File: src/rtl/seq_pkg.sv
// Shared constants, defaults and helpers for the MiniRISC program-flow sequencer.
package seq_pkg;

   localparam int DEF_ADDR_WIDTH      = 8;
   localparam int DEF_FLAG_WIDTH      = 6;
   localparam int DEF_STACK_DEPTH     = 16;
   localparam int DEF_IRQ_CHANNELS    = 4;
   localparam int DEF_RST_VECTOR      = 0;
   localparam int DEF_INT_VECTOR_BASE = 1;

   // Bit positions of the status flags saved alongside each return address.
   localparam int FLAG_Z  = 0;
   localparam int FLAG_C  = 1;
   localparam int FLAG_N  = 2;
   localparam int FLAG_V  = 3;
   localparam int FLAG_IE = 4;
   localparam int FLAG_IF = 5;

   typedef enum logic [2:0] {
      PC_SRC_INIT,
      PC_SRC_INT,
      PC_SRC_DBG,
      PC_SRC_JUMP,
      PC_SRC_RET,
      PC_SRC_FETCH,
      PC_SRC_HOLD
   } pc_src_e;

   function automatic int clog2_min1(input int n);
      return (n <= 2) ? 1 : $clog2(n);
   endfunction

endpackage

File: src/rtl/prog_sequencer_if.sv
// Controller-side bus of the program sequencer: execute strobes, debug access and stack status.
interface prog_sequencer_if import seq_pkg::*; #(
   parameter int ADDR_WIDTH   = DEF_ADDR_WIDTH,
   parameter int FLAG_WIDTH   = DEF_FLAG_WIDTH,
   parameter int STACK_DEPTH  = DEF_STACK_DEPTH,
   parameter int IRQ_CHANNELS = DEF_IRQ_CHANNELS
);
   localparam int CH_W  = clog2_min1(IRQ_CHANNELS);
   localparam int LVL_W = $clog2(STACK_DEPTH) + 1;

   logic                         initialize;
   logic                         fetch;
   logic                         ex_jump;
   logic                         ex_call;
   logic                         ex_ret_sub;
   logic                         ex_ret_int;
   logic                         int_take;
   logic [IRQ_CHANNELS-1:0]      irq;
   logic [ADDR_WIDTH-1:0]        jump_addr;
   logic [FLAG_WIDTH-1:0]        flags_in;
   logic                         dbg_is_brk;
   logic                         dbg_pc_wr;
   logic                         dbg_clr_err;
   logic [ADDR_WIDTH-1:0]        dbg_data_in;

   logic [ADDR_WIDTH-1:0]        prg_mem_addr;
   logic                         int_pending;
   logic [CH_W-1:0]              int_channel;
   logic [FLAG_WIDTH-1:0]        flags_restore;
   logic                         flags_restore_wr;
   logic [ADDR_WIDTH+FLAG_WIDTH-1:0] stack_top;
   logic [LVL_W-1:0]             stack_level;
   logic                         stack_empty;
   logic                         stack_full;
   logic                         stack_ovf;
   logic                         stack_unf;

   modport master (
      output initialize, fetch, ex_jump, ex_call, ex_ret_sub, ex_ret_int, int_take, irq,
             jump_addr, flags_in, dbg_is_brk, dbg_pc_wr, dbg_clr_err, dbg_data_in,
      input  prg_mem_addr, int_pending, int_channel, flags_restore, flags_restore_wr,
             stack_top, stack_level, stack_empty, stack_full, stack_ovf, stack_unf
   );

   modport slave (
      input  initialize, fetch, ex_jump, ex_call, ex_ret_sub, ex_ret_int, int_take, irq,
             jump_addr, flags_in, dbg_is_brk, dbg_pc_wr, dbg_clr_err, dbg_data_in,
      output prg_mem_addr, int_pending, int_channel, flags_restore, flags_restore_wr,
             stack_top, stack_level, stack_empty, stack_full, stack_ovf, stack_unf
   );

endinterface

File: src/rtl/lifo_stack.sv
// Return stack: register array with level counter, full/empty, and push+pop replace of the top.
module lifo_stack #(
   parameter int DATA_WIDTH = 14,
   parameter int DEPTH      = 16
) (
   input  logic                    clk,
   input  logic                    rst,
   input  logic                    push,
   input  logic                    pop,
   input  logic [DATA_WIDTH-1:0]   push_data,
   output logic [DATA_WIDTH-1:0]   top_data,
   output logic [$clog2(DEPTH):0]  level,
   output logic                    empty,
   output logic                    full,
   output logic                    ovf_evt,
   output logic                    unf_evt
);
   localparam int IDX_W = $clog2(DEPTH);
   localparam int LVL_W = IDX_W + 1;

   logic [DATA_WIDTH-1:0] mem [DEPTH];
   logic [LVL_W-1:0]      level_q;
   logic [IDX_W-1:0]      top_idx;
   logic [IDX_W-1:0]      wr_idx;
   logic                  replace;
   logic                  wr_en;
   logic                  inc;
   logic                  dec;

   assign empty   = (level_q == '0);
   assign full    = (level_q == LVL_W'(DEPTH));
   assign top_idx = level_q[IDX_W-1:0] - IDX_W'(1);

   // Push into an empty stack together with a pop degenerates to a plain push.
   assign replace = push & pop & ~empty;
   assign wr_en   = push & (pop | ~full);
   assign wr_idx  = replace ? top_idx : level_q[IDX_W-1:0];
   assign inc     = push & ~full & (~pop | empty);
   assign dec     = pop & ~push & ~empty;
   assign ovf_evt = push & ~pop & full;
   assign unf_evt = pop & ~push & empty;

   assign top_data = empty ? '0 : mem[top_idx];
   assign level    = level_q;

   always_ff @(posedge clk) begin
      if (wr_en)
         mem[wr_idx] <= push_data;
   end

   always_ff @(posedge clk or posedge rst) begin
      if (rst)
         level_q <= '0;
      else if (inc)
         level_q <= level_q + LVL_W'(1);
      else if (dec)
         level_q <= level_q - LVL_W'(1);
   end

endmodule

File: src/rtl/prog_sequencer.sv
// MiniRISC program-flow sequencer: PC arbitration, vectored interrupts and a flag-saving return stack.
module prog_sequencer import seq_pkg::*; #(
   parameter int ADDR_WIDTH      = DEF_ADDR_WIDTH,
   parameter int FLAG_WIDTH      = DEF_FLAG_WIDTH,
   parameter int STACK_DEPTH     = DEF_STACK_DEPTH,
   parameter int IRQ_CHANNELS    = DEF_IRQ_CHANNELS,
   parameter int RST_VECTOR      = DEF_RST_VECTOR,
   parameter int INT_VECTOR_BASE = DEF_INT_VECTOR_BASE
) (
   input  logic            clk,
   input  logic            rst,
   prog_sequencer_if.slave bus
);
   localparam int CH_W  = clog2_min1(IRQ_CHANNELS);
   localparam int LVL_W = $clog2(STACK_DEPTH) + 1;
   localparam int DW    = ADDR_WIDTH + FLAG_WIDTH;

   logic [ADDR_WIDTH-1:0] pc_q;
   logic [ADDR_WIDTH-1:0] pc_next;
   logic [ADDR_WIDTH-1:0] int_vector;
   logic [CH_W-1:0]       irq_sel;
   logic [CH_W-1:0]       int_channel_q;
   logic                  push;
   logic                  pop;
   logic                  ovf_evt;
   logic                  unf_evt;
   logic                  ovf_q;
   logic                  unf_q;
   logic                  empty;
   logic                  full;
   logic [LVL_W-1:0]      level;
   logic [DW-1:0]         top_data;
   pc_src_e               pc_src;

   assign push = (bus.int_take | bus.ex_call) & ~bus.initialize;
   assign pop  = (bus.ex_ret_sub | bus.ex_ret_int) & ~bus.initialize;

   lifo_stack #(
      .DATA_WIDTH (DW),
      .DEPTH      (STACK_DEPTH)
   ) u_stack (
      .clk       (clk),
      .rst       (rst),
      .push      (push),
      .pop       (pop),
      .push_data ({bus.flags_in, pc_q}),
      .top_data  (top_data),
      .level     (level),
      .empty     (empty),
      .full      (full),
      .ovf_evt   (ovf_evt),
      .unf_evt   (unf_evt)
   );

   // Lowest-index request wins; no request selects channel 0.
   always_comb begin
      irq_sel = '0;
      for (int i = IRQ_CHANNELS - 1; i >= 0; i--) begin
         if (bus.irq[i])
            irq_sel = CH_W'(i);
      end
   end

   assign int_vector = ADDR_WIDTH'(INT_VECTOR_BASE) + ADDR_WIDTH'(irq_sel);

   always_comb begin
      if (bus.initialize)
         pc_src = PC_SRC_INIT;
      else if (bus.int_take)
         pc_src = PC_SRC_INT;
      else if (bus.dbg_is_brk & bus.dbg_pc_wr)
         pc_src = PC_SRC_DBG;
      else if (bus.ex_jump | bus.ex_call)
         pc_src = PC_SRC_JUMP;
      else if (bus.ex_ret_sub | bus.ex_ret_int)
         pc_src = PC_SRC_RET;
      else if (bus.fetch)
         pc_src = PC_SRC_FETCH;
      else
         pc_src = PC_SRC_HOLD;
   end

   always_comb begin
      pc_next = pc_q;
      case (pc_src)
         PC_SRC_INIT:  pc_next = ADDR_WIDTH'(RST_VECTOR);
         PC_SRC_INT:   pc_next = int_vector;
         PC_SRC_DBG:   pc_next = bus.dbg_data_in;
         PC_SRC_JUMP:  pc_next = bus.jump_addr;
         PC_SRC_RET:   pc_next = top_data[ADDR_WIDTH-1:0];
         PC_SRC_FETCH: pc_next = pc_q + ADDR_WIDTH'(1);
         default:      pc_next = pc_q;
      endcase
   end

   always_ff @(posedge clk or posedge rst) begin
      if (rst) begin
         pc_q          <= ADDR_WIDTH'(RST_VECTOR);
         int_channel_q <= '0;
         ovf_q         <= 1'b0;
         unf_q         <= 1'b0;
      end else begin
         pc_q <= pc_next;
         if (bus.int_take & ~bus.initialize)
            int_channel_q <= irq_sel;
         // Clearing beats a same-cycle error so software sees a clean slate.
         if (bus.initialize | bus.dbg_clr_err) begin
            ovf_q <= 1'b0;
            unf_q <= 1'b0;
         end else begin
            if (ovf_evt)
               ovf_q <= 1'b1;
            if (unf_evt)
               unf_q <= 1'b1;
         end
      end
   end

   assign bus.prg_mem_addr     = pc_q;
   assign bus.int_pending      = |bus.irq;
   assign bus.int_channel      = int_channel_q;
   assign bus.stack_top        = top_data;
   assign bus.flags_restore    = top_data[DW-1:ADDR_WIDTH];
   assign bus.flags_restore_wr = bus.ex_ret_int & ~empty;
   assign bus.stack_level      = level;
   assign bus.stack_empty      = empty;
   assign bus.stack_full       = full;
   assign bus.stack_ovf        = ovf_q;
   assign bus.stack_unf        = unf_q;

endmodule

File: src/flat_wrapper.sv
// flat-port wrapper written by rule: the top's interface ports become plain ports
module prog_sequencer_flat import seq_pkg::*;
#(
   parameter int ADDR_WIDTH      = DEF_ADDR_WIDTH,
   parameter int FLAG_WIDTH      = DEF_FLAG_WIDTH,
   parameter int STACK_DEPTH     = DEF_STACK_DEPTH,
   parameter int IRQ_CHANNELS    = DEF_IRQ_CHANNELS,
   parameter int RST_VECTOR      = DEF_RST_VECTOR,
   parameter int INT_VECTOR_BASE = DEF_INT_VECTOR_BASE
)
  (clk, rst, bus_initialize, bus_fetch, bus_ex_jump, bus_ex_call, bus_ex_ret_sub, bus_ex_ret_int, bus_int_take, bus_irq, bus_jump_addr, bus_flags_in, bus_dbg_is_brk, bus_dbg_pc_wr, bus_dbg_clr_err, bus_dbg_data_in, bus_prg_mem_addr, bus_int_pending, bus_int_channel, bus_flags_restore, bus_flags_restore_wr, bus_stack_top, bus_stack_level, bus_stack_empty, bus_stack_full, bus_stack_ovf, bus_stack_unf);
  prog_sequencer_if #(.ADDR_WIDTH(ADDR_WIDTH), .FLAG_WIDTH(FLAG_WIDTH), .STACK_DEPTH(STACK_DEPTH), .IRQ_CHANNELS(IRQ_CHANNELS)) bus_i ();
  input  logic clk;
  input  logic rst;
  input wire logic [$bits(bus_i.initialize)-1:0] bus_initialize;
  input wire logic [$bits(bus_i.fetch)-1:0] bus_fetch;
  input wire logic [$bits(bus_i.ex_jump)-1:0] bus_ex_jump;
  input wire logic [$bits(bus_i.ex_call)-1:0] bus_ex_call;
  input wire logic [$bits(bus_i.ex_ret_sub)-1:0] bus_ex_ret_sub;
  input wire logic [$bits(bus_i.ex_ret_int)-1:0] bus_ex_ret_int;
  input wire logic [$bits(bus_i.int_take)-1:0] bus_int_take;
  input wire logic [$bits(bus_i.irq)-1:0] bus_irq;
  input wire logic [$bits(bus_i.jump_addr)-1:0] bus_jump_addr;
  input wire logic [$bits(bus_i.flags_in)-1:0] bus_flags_in;
  input wire logic [$bits(bus_i.dbg_is_brk)-1:0] bus_dbg_is_brk;
  input wire logic [$bits(bus_i.dbg_pc_wr)-1:0] bus_dbg_pc_wr;
  input wire logic [$bits(bus_i.dbg_clr_err)-1:0] bus_dbg_clr_err;
  input wire logic [$bits(bus_i.dbg_data_in)-1:0] bus_dbg_data_in;
  output wire logic [$bits(bus_i.prg_mem_addr)-1:0] bus_prg_mem_addr;
  output wire logic [$bits(bus_i.int_pending)-1:0] bus_int_pending;
  output wire logic [$bits(bus_i.int_channel)-1:0] bus_int_channel;
  output wire logic [$bits(bus_i.flags_restore)-1:0] bus_flags_restore;
  output wire logic [$bits(bus_i.flags_restore_wr)-1:0] bus_flags_restore_wr;
  output wire logic [$bits(bus_i.stack_top)-1:0] bus_stack_top;
  output wire logic [$bits(bus_i.stack_level)-1:0] bus_stack_level;
  output wire logic [$bits(bus_i.stack_empty)-1:0] bus_stack_empty;
  output wire logic [$bits(bus_i.stack_full)-1:0] bus_stack_full;
  output wire logic [$bits(bus_i.stack_ovf)-1:0] bus_stack_ovf;
  output wire logic [$bits(bus_i.stack_unf)-1:0] bus_stack_unf;
  assign bus_i.initialize = bus_initialize;
  assign bus_i.fetch = bus_fetch;
  assign bus_i.ex_jump = bus_ex_jump;
  assign bus_i.ex_call = bus_ex_call;
  assign bus_i.ex_ret_sub = bus_ex_ret_sub;
  assign bus_i.ex_ret_int = bus_ex_ret_int;
  assign bus_i.int_take = bus_int_take;
  assign bus_i.irq = bus_irq;
  assign bus_i.jump_addr = bus_jump_addr;
  assign bus_i.flags_in = bus_flags_in;
  assign bus_i.dbg_is_brk = bus_dbg_is_brk;
  assign bus_i.dbg_pc_wr = bus_dbg_pc_wr;
  assign bus_i.dbg_clr_err = bus_dbg_clr_err;
  assign bus_i.dbg_data_in = bus_dbg_data_in;
  assign bus_prg_mem_addr = bus_i.prg_mem_addr;
  assign bus_int_pending = bus_i.int_pending;
  assign bus_int_channel = bus_i.int_channel;
  assign bus_flags_restore = bus_i.flags_restore;
  assign bus_flags_restore_wr = bus_i.flags_restore_wr;
  assign bus_stack_top = bus_i.stack_top;
  assign bus_stack_level = bus_i.stack_level;
  assign bus_stack_empty = bus_i.stack_empty;
  assign bus_stack_full = bus_i.stack_full;
  assign bus_stack_ovf = bus_i.stack_ovf;
  assign bus_stack_unf = bus_i.stack_unf;
  prog_sequencer #(.ADDR_WIDTH(ADDR_WIDTH), .FLAG_WIDTH(FLAG_WIDTH), .STACK_DEPTH(STACK_DEPTH), .IRQ_CHANNELS(IRQ_CHANNELS), .RST_VECTOR(RST_VECTOR), .INT_VECTOR_BASE(INT_VECTOR_BASE)) u_core (.clk(clk), .rst(rst), .bus(bus_i));
endmodule
File: config.mk
export PLATFORM = sky130hd
export DESIGN_NAME = prog_sequencer_flat
export DESIGN_NICKNAME = d
export VERILOG_FILES = /design/src/rtl/seq_pkg.sv /design/src/rtl/prog_sequencer_if.sv /design/src/rtl/lifo_stack.sv /design/src/rtl/prog_sequencer.sv /design/src/flat_wrapper.sv
export SDC_FILE = /design/constraint.sdc
export NUM_CORES = 1
export LEC_CHECK = 0
export CAP_MARGIN = 20
export CORE_UTILIZATION = 60
export CTS_CLUSTER_SIZE = 14
export DETAILED_ROUTE_END_ITERATION = 16
export GPL_TIMING_DRIVEN = 0
export PLACE_DENSITY = 0.82
export RECOVER_POWER = 100
export SLEW_MARGIN = 30
export SYNTH_ARGS = -nofsm -noshare
export SYNTH_HDL_FRONTEND = slang
export SYNTH_SLANG_ARGS = --single-unit
File: constraint.sdc
create_clock -name clk -period 9 [get_ports clk]
set_clock_uncertainty 0.15 [all_clocks]
set_input_delay 1.35 -clock clk [delete_from_list [all_inputs] [get_ports clk]]
set_output_delay 1.35 -clock clk [all_outputs]
set_load 0.005 [all_outputs]
Word-level counts from Yosys, hierarchy flattened

Memory sizes are Yosys's and may differ from the RTL's.
Cells that the tools add are included.

RAM bits: 224
Register bits: 17
Memories kept: 1
Bits of input ports: 38
Output and inout bits: 41

Memories:

| name               | words | bits a word | read ports | clocked after memory_dff | wr ports | RTL line         | text |
|---|---|---|---|---|---|---|---|
| u_core.u_stack.mem | 16    | 14          | 1          | 0                        | 1        | lifo_stack.sv:21 | `logic [DATA_WIDTH-1:0] mem [DEPTH];` |

Equality and inequality tests: 6
Add/subtract/negate cells: 5
Reductions and logical operators: 7
Bitwise operators: 26
Mux-type cells: 21

Operator list:

| operator                                         | number |
|---|---|
| case mux 8 bit (6 select lines)                  | 1 |
| AND 1 bit                                        | 15 |
| 2-to-1 mux 3 bit                                 | 5 |
| 2-to-1 mux 14 bit                                | 1 |
| 2-to-1 mux 2 bit                                 | 5 |
| 2-to-1 mux 5 bit                                 | 2 |
| adder 8 x 1 -> 8 bit, second input constant      | 1 |
| == test 3 x 2 -> 1 bit, second input constant    | 2 |
| == test 3 bit, second input constant             | 2 |
| 2-to-1 mux 1 bit                                 | 6 |
| bitwise OR 1 bit                                 | 6 |
| nonzero test 2 bit                               | 3 |
| nonzero test 6 bit                               | 1 |
| adder 5 x 1 -> 5 bit, second input constant      | 1 |
| == test 5 bit, second input constant             | 1 |
| zero test 5 bit                                  | 1 |
| NOT 1 bit                                        | 5 |
| subtractor 5 x 1 -> 5 bit, second input constant | 1 |
| 2-to-1 mux 4 bit                                 | 1 |
| OR reduction 4 bit                               | 1 |
| subtractor 4 x 1 -> 4 bit, second input constant | 1 |
| adder 1 x 2 -> 3 bit, first input constant       | 1 |
| == test 3 x 1 -> 1 bit, second input constant    | 1 |
| zero test 3 bit                                  | 1 |

Logic depth before layout (Yosys ltp)

Gate-level depths: netlist of run 1.

Depth in word-level cells: 8
Mapped depth: 15
Gate-level depth less buffers: 12

By module

A second synthesis of run 1 with hierarchy kept.

Cell total of the unflattened synthesis: 567
Area total of the unflattened synthesis: 10,299.9 sq um

Modules (own cells, without submodules):

| module         | cells each | sequential area each (sq um) | instances | area an instance (sq um) |
|---|---|---|---|---|
| lifo_stack     | 452        | 6,851.6                      | 1         | 9,337.7 |
| prog_sequencer | 115        | 300.3                        | 1         | 962.2 |

Worst setup path after synthesis of run 1

OpenSTA, ideal clock, no wires.

Kind: register to output
Start: reg u_core.u_stack.level_q[0], in the netlist u_core.u_stack.level[0]
End: out bus_stack_top[12]
Arrival: 3.061 ns
Setup slack: 4.439 ns
Required time: 7.500 ns
Buffers on the path: 7
Stages on the path, launching flop included: 13
Cell sequence: dfrtp_1 buf_4 buf_4 buf_2 inv_1 ha_1 buf_2 clkbuf_1 clkbuf_1 mux4_2 mux2i_1 a211oi_1 buf_4

Cells in the longest elaborated chain, start to end: 3

Ends and longest elaborated chain:

| item                          | RTL line           | text |
|---|---|---|
| from (decl)                   | lifo_stack.sv:22   | `logic [LVL_W-1:0] level_q;` |
| from (signal assigned)        | lifo_stack.sv:55   | `level_q <= level_q + LVL_W'(1);` |
| from (signal assigned)        | lifo_stack.sv:57   | `level_q <= level_q - LVL_W'(1);` |
| subtractor 4 x 1 -> 4 bit     | lifo_stack.sv:32   | `assign top_idx = level_q[IDX_W-1:0] - IDX_W'(1);` |
| via u_core.u_stack.top_idx[0] | lifo_stack.sv:23   | `logic [IDX_W-1:0] top_idx;` |
| memory read (16 x 14 bit)     | n/a                |  |
| 2-to-1 mux 14 bit             | lifo_stack.sv:43   | `assign top_data = empty ? '0 : mem[top_idx];` |
| to (decl)                     | flat_wrapper.sv:34 | `output wire logic [$bits(bus_i.stack_top)-1:0] bus_stack_top;` |

The timed path passes the listed nets, and every way through them passes these cells.

Final worst setup path of run 1

Start: reg u_core.u_stack.level_q[0], in the netlist u_core.u_stack.level[0]
End: out bus_stack_top[13]

The elaborated chain is that of the path after synthesis.

==> results.yml, run 1 <==
setup_path:
  r2r_cells: 11
  arrival_ns: 6.20
  start_kind: "flip-flop"
  crit_type: "flip-flop to output pin"
  crit_required_ns: 7.50
  end_kind: "output pin"
  cp_max_fo: 10
sta:
  finalMaxSlewViolations: 60
  slew_headroom_pct: -37.82
  tns_ns: 0
  hold_slack_ns: 0.3773
  hold_violations: 0
  fin_crit_sh_pct: 85.58
  min_period_ns: 7.702
  max_freq_ghz: 0.1298
  worst_slew_pin_slew_ns: 2.060
  setup_viol: 0
  rsz0062_at_grt: "no"
global_routing:
  grt_max_degree: 23
  overflow: 0
  track_usage_pct: 29.95
  grt_pass1_wl_microns: 37900
  grt_pass1_vias: 6202
  antenna_found_initial: 0
synthesis:
  synth_top_area_cell: "edfxtp_1"
  netlist_top_cells_count: "edfxtp_1, mux4_2, nor2_1"
  syn_area_sq_um: 10190
  synth.top_cell.area_share_pct: 65.99
  synth.area.mux_share_pct: 15.65
  synthAdderAreaFrac_pct: 1.056
  synthCells: 556
  ys_types: 48
  synth-compound-area-share_pct: 4.934
  synth_nets: 602
  ys_ff_latch: 241
  yosysMostFrequentCell: "edfxtp_1"
  yosysSeqAreaShare_pct: 70.16
  synth-simple-area-share_pct: 5.008
  synth.yosys.warnings: 0
  synth-xor-area-share_pct: 1.019
  synth_top_family_by_area: "multiplexers"
  avgSynthCellArea_sq_um: 18.33
  synth_edf_count: 224
  synth_area_leaders: "edfxtp_1, mux4_2, dfrtp_1, mux2_2, nor2_1"
  async_flop_share_pct: 7.054
  synth_flop_cell: "edfxtp_1"
cts:
  htree_levels: 1
  cts_tree: "done"
  worstSkewPairLatency_ns: 0.51
  cts_root_buf: "clkbuf_16"
  clockBufferDepth: 3
  cts_resized: 0
  clkTransAtPathRegs_ns: 0.06
  cts_inserted_buffers: 24
  cts_setup_buffers: 0
  cts_sinks: 241
  cts_hold_buf: 0
floorplan:
  coreArea_sq_um: 16580
  die_y_microns: 132.3
  rows: 47
  die_area_sq_um: 17510
  die_w_microns: 132.3
  ios: 79
  initial_core_util_pct: 61.47
pwr:
  finalPower_mw: 4.309
  p_leak_nw: 4.096
  p_per_area_nw_per_um2: 357.3
  vdd_drop_max_mv: 0.1906
final_layout:
  area_growth_pct: 18.33
  diodes: 0
  layout-drive-gt1-share_pct: 19.19
  instances_no_fill: 908
  nNetsFinal: 718
detailed_routing:
  drc: 0
  viasPerCell: 6.771
  vias: 6148
  routedWlPerCell_microns: 27.90
  routed_wl_microns: 25330
  ant_nets: 0
  drt_iter0_drc: 611
  drtPass1Iterations: 8
status:
  violations: "capacitance limit, slew limit"
  outcome: "finished with violations"
place:
  dp.cells: 866
  numPortBuffers: 78
  hpwl_microns: 15780
  gp_congestion: 0.9133
min_path:
  hold_class: "flip-flop to flip-flop"
  holdPathStages: 1
flow_run:
  maxCapViolations: 4
[power by group]
part,internal [mW],total [mW],switching [mW]
Clock,0.587,0.986,0.399
Sequential,1.35,1.41,0.0640
Combinational,0.928,1.91,0.986
Total,2.86,4.31,1.45
[through the flow]
step / instance area [sq um] / worst slack [ns] / utilization (%)
floorplan: 10190 / 4.439 / -
detailed placement: 11480 / 2.708 / 69.23
CTS: 12260 / 2.060 / 73.90
global route: 12060 / 0.9798 / 72.73
finish: 12060 / 1.298 / 72.73
global placement: 11250 / 2.846 / 67.84
[flip-flops by register name, indices dropped and copies added (netlist names)]
register / flops
u_core.u_stack.mem: 224
u_core.bus.stack_unf: 1
u_core.bus.prg_mem_addr: 8
u_core.bus.int_channel: 2
u_core.u_stack.level: 5
u_core.bus.stack_ovf: 1
[layer usage]
layer  routed length (microns)  track usage [%]  part of all wire, %  up-vias
met1                      9165            41.66                   36     3093
met4                       823            10.86                  3.2        0
li1                          -                -                    -     2495
met3                      2888            4.460                   11       69
met5                         0                0                    0        -
met2                     12450            49.01                   49      491
[path summary, 6_finish.rpt]
kind                                      startpoint                    endpoint  slack, ns
setup / recovery             u_core.u_stack.level[0]           bus_stack_top[13]       1.30
setup reg to reg             u_core.u_stack.level[0]    u_core.u_stack.mem[5][7]       2.46
min in group asynchronous                        rst     u_core.u_stack.level[3]       1.24
max in group asynchronous                        rst  u_core.bus.prg_mem_addr[3]       7.02
hold / removal             u_core.bus.int_channel[0]   u_core.bus.int_channel[0]       0.38
hold reg to reg            u_core.bus.int_channel[0]   u_core.bus.int_channel[0]       0.38
[kinds of logic (layout without fill, tap and decap cells)]
| kind of cell | after synthesis | in the layout |
|---|---|---|
| AND/OR/NAND/NOR | 102 | 102 |
| flip-flops | 241 | 241 |
| multiplexers | 87 | 87 |
| XOR/XNOR | 11 | 11 |
| adder cells (fa/ha/maj) | 8 | 8 |
| AO/OA/AOI/OAI | 66 | 66 |
| buffers and inverters | 41 | 173 |
[layout make-up]
cell class / instances / area (sq um)
Sequential cell: 241 / 7152
Inverter: 8 / 30.03
Clock inverter: 14 / 137.6
Buffer: 33 / 185.2
Multi-Input combinational cell: 274 / 2819
Timing Repair Buffer: 90 / 825.8
Fill cell: 956 / 4522
Tap cell: 220 / 275.3
Clock buffer: 28 / 636.9
[cell usage in the layout (no fill, tap or decap), types with 8 or more instances in the layout]
master / count
inv_1: 8
a211oi_1: 14
edfxtp_1: 224
mux4_2: 56
clkdlybuf4s50_1: 29
dfrtp_1: 17
and2_1: 8
clkbuf_16: 25
clkbuf_1: 29
a21oi_1: 10
nor2_1: 33
dlygate4sd3_1: 49
buf_4: 10
nand3_1: 10
nor3_1: 10
nand2_1: 21
mux2i_1: 12
mux2_2: 15
[critical path: stages, from the launching register on]
cell           delay, ns
dfrtp_1             0.44
buf_4               0.26
clkbuf_1            0.78
clkbuf_1            0.48
inv_1               0.21
ha_1                0.34
buf_2               0.17
clkbuf_1            0.60
clkbuf_1            0.63
mux4_2              0.34
mux2i_1             0.10
a211oi_1            0.55
buf_4               0.21
dlygate4sd3_1       0.57
No activity file was read; power rests on OpenSTA's default activity.
==> run 2: changes to the inputs <==
--- a/config.mk
+++ b/config.mk
@@ -6,10 +6,12 @@
 export NUM_CORES = 1
 export LEC_CHECK = 0
 export CAP_MARGIN = 20
+export CORE_ASPECT_RATIO = 1.75
 export CORE_UTILIZATION = 60
 export CTS_CLUSTER_SIZE = 14
 export DETAILED_ROUTE_END_ITERATION = 16
 export GPL_TIMING_DRIVEN = 0
+export MAX_ROUTING_LAYER = met4
 export PLACE_DENSITY = 0.82
 export RECOVER_POWER = 100
 export SLEW_MARGIN = 30
==> run 2 against run 1 <==
  * The run now ends clean
  * Non-clock buffer count is 4 higher
  * Worst setup slack got worse by 0.053 ns
  * Clock power shrank 11%
  * Core utilization shrank 0.27 points
  * Final area decreased by 0.73%
  * Register-to-register slack gained 0.11 ns
  * Critical endpoint unchanged
  * Largest cell class unchanged
==> results.yml, run 2 (synthesized netlist as in run 1, its figures left out) <==
sta:
  tns_ns: 0
  max_freq_ghz: 0.1289
  worst_slew_pin_slew_ns: 0.9553
  hold_violations: 0
  hold_slack_ns: 0.3773
  slew_headroom_pct: 36.19
  fin_crit_sh_pct: 86.17
  finalMaxSlewViolations: 0
  rsz0062_at_grt: "no"
  setup_viol: 0
  min_period_ns: 7.755
setup_path:
  start_kind: "flip-flop"
  end_kind: "output pin"
  rrSetupSlack_ns: 2.57
  timing.rr.start: "u_core.u_stack.level[0]"
  r2r_cells: 11
  crit_start: "u_core.u_stack.level[0]"
  slowest_delay_ns: 0.69
  path_common_cell: "clkbuf_1"
  crit_type: "flip-flop to output pin"
  cp_max_fo: 10
  arrival_ns: 6.26
  crit_required_ns: 7.50
  cpMaxStageDelayCell: "clkbuf_1"
  critical_path.cell_chain: "clkbuf_1, buf_4, clkbuf_1, inv_1, ha_1, buf_2, clkbuf_1, clkbuf_1, mux4_2, mux2i_1, a211oi_1, buf_4, dlygate4sd3_1"
  r2r_end: "u_core.u_stack.mem[8][2]"
flow_run:
  maxCapViolations: 0
global_routing:
  grt_pass1_wl_microns: 39240
  track_usage_pct: 33.16
  overflow: 0
  antenna_found_initial: 0
  grt_max_degree: 23
  grt_pass1_vias: 6369
min_path:
  hold_class: "flip-flop to flip-flop"
  holdPathStages: 1
  worstHoldEndpoint: "u_core.bus.int_channel[1]"
  worstHoldStart: "u_core.bus.int_channel[1]"
final_layout:
  final_common_cell: "edfxtp_1"
  final_util_pct: 72.47
  diodes: 0
  layout_common_cells: "edfxtp_1, mux4_2, dlygate4sd3_1, clkbuf_1, nor2_1"
  layout-drive-gt1-share_pct: 18.37
  nNetsFinal: 720
  largest_reg_flops: 224
  top_register: "u_core.u_stack.mem"
  area_growth_pct: 17.47
detailed_routing:
  drt_iter0_drc: 661
  vias: 6188
  ant_nets: 0
  viasPerCell: 6.800
  routed_wl_microns: 26840
  drc: 0
  routedWlPerCell_microns: 29.50
  drtPass1Iterations: 5
cts:
  cts_setup_buffers: 0
  cts_tree: "done"
  cts_sinks: 241
  cts_root_buf: "clkbuf_16"
  clkTransAtPathRegs_ns: 0.07
  cts_hold_buf: 0
  htree_levels: 1
  clockBufferDepth: 3
  cts_resized: 0
  worstSkewPairLatency_ns: 0.51
  cts_inserted_buffers: 22
floorplan:
  die_w_microns: 100.5
  die_area_sq_um: 17530
  initial_core_util_pct: 61.69
  rows: 62
  die_y_microns: 174.4
  coreArea_sq_um: 16520
  ios: 79
place:
  gp_congestion: 0.9139
  numPortBuffers: 78
  hpwl_microns: 17040
status:
  outcome: "complete, no violations"
pwr:
  p_per_area_nw_per_um2: 355.2
  p_leak_nw: 4.037
  vdd_drop_max_mv: 0.4835
-- run 2: area by class of cell --
class	count	area, sq um
buffer	33	185.2
clock buffer	32	629.4
clock inverter	4	25.02
fill	1019	4549
inverter	8	30.03
multi-input combinational	274	2831
sequential	241	7152
tap	224	280.3
timing repair buffer	94	840.8
-- run 2: routing by layer --
layer,global-route usage (%),share of wire (%)
met1,38.47,34
met2,53.85,51
met3,5.549,7.8
met4,19.93,7.3
met5,-,0
-- run 2: per-stage QoR --
step	power (mW)	setup slack (ns)	cell area, sq um	std cells
after floorplan	2.575	4.439	10190	556
after global placement	3.347	2.832	11250	858
after detailed placement	3.438	2.760	11520	874
after CTS	4.342	2.138	12170	910
after global routing	4.406	0.9909	11970	910
final	4.253	1.245	11970	910
-- run 2: worst max-delay path, delay by kind of cell (launching register included) --
kind / cells / cell delay (ns)
DFF: 1 / 0.46
adders and majority gates: 1 / 0.35
muxes: 2 / 0.40
AOI/OAI and AO/OA: 1 / 0.48
buffers and inverters: 9 / 4.04
-- run 2: worst max path at each step --
| stage | endpoint | slack [ns] | cells after the start |
|---|---|---|---|
| after global routing | bus_stack_top[12] | 0.99 | 13 |
| after global placement | bus_stack_top[12] | 2.83 | 13 |
| after floorplan | bus_stack_top[12] | 4.44 | 12 |
| after CTS | bus_stack_top[12] | 2.14 | 13 |
| after detailed placement | bus_stack_top[12] | 2.76 | 13 |
| final | bus_stack_top[13] | 1.24 | 13 |
-- run 2: where the power goes --
| group | switching [mW] | internal (mW) |
|---|---|---|
| registers | 0.0669 | 1.34 |
| logic | 1.04 | 0.931 |
| clock network | 0.390 | 0.484 |
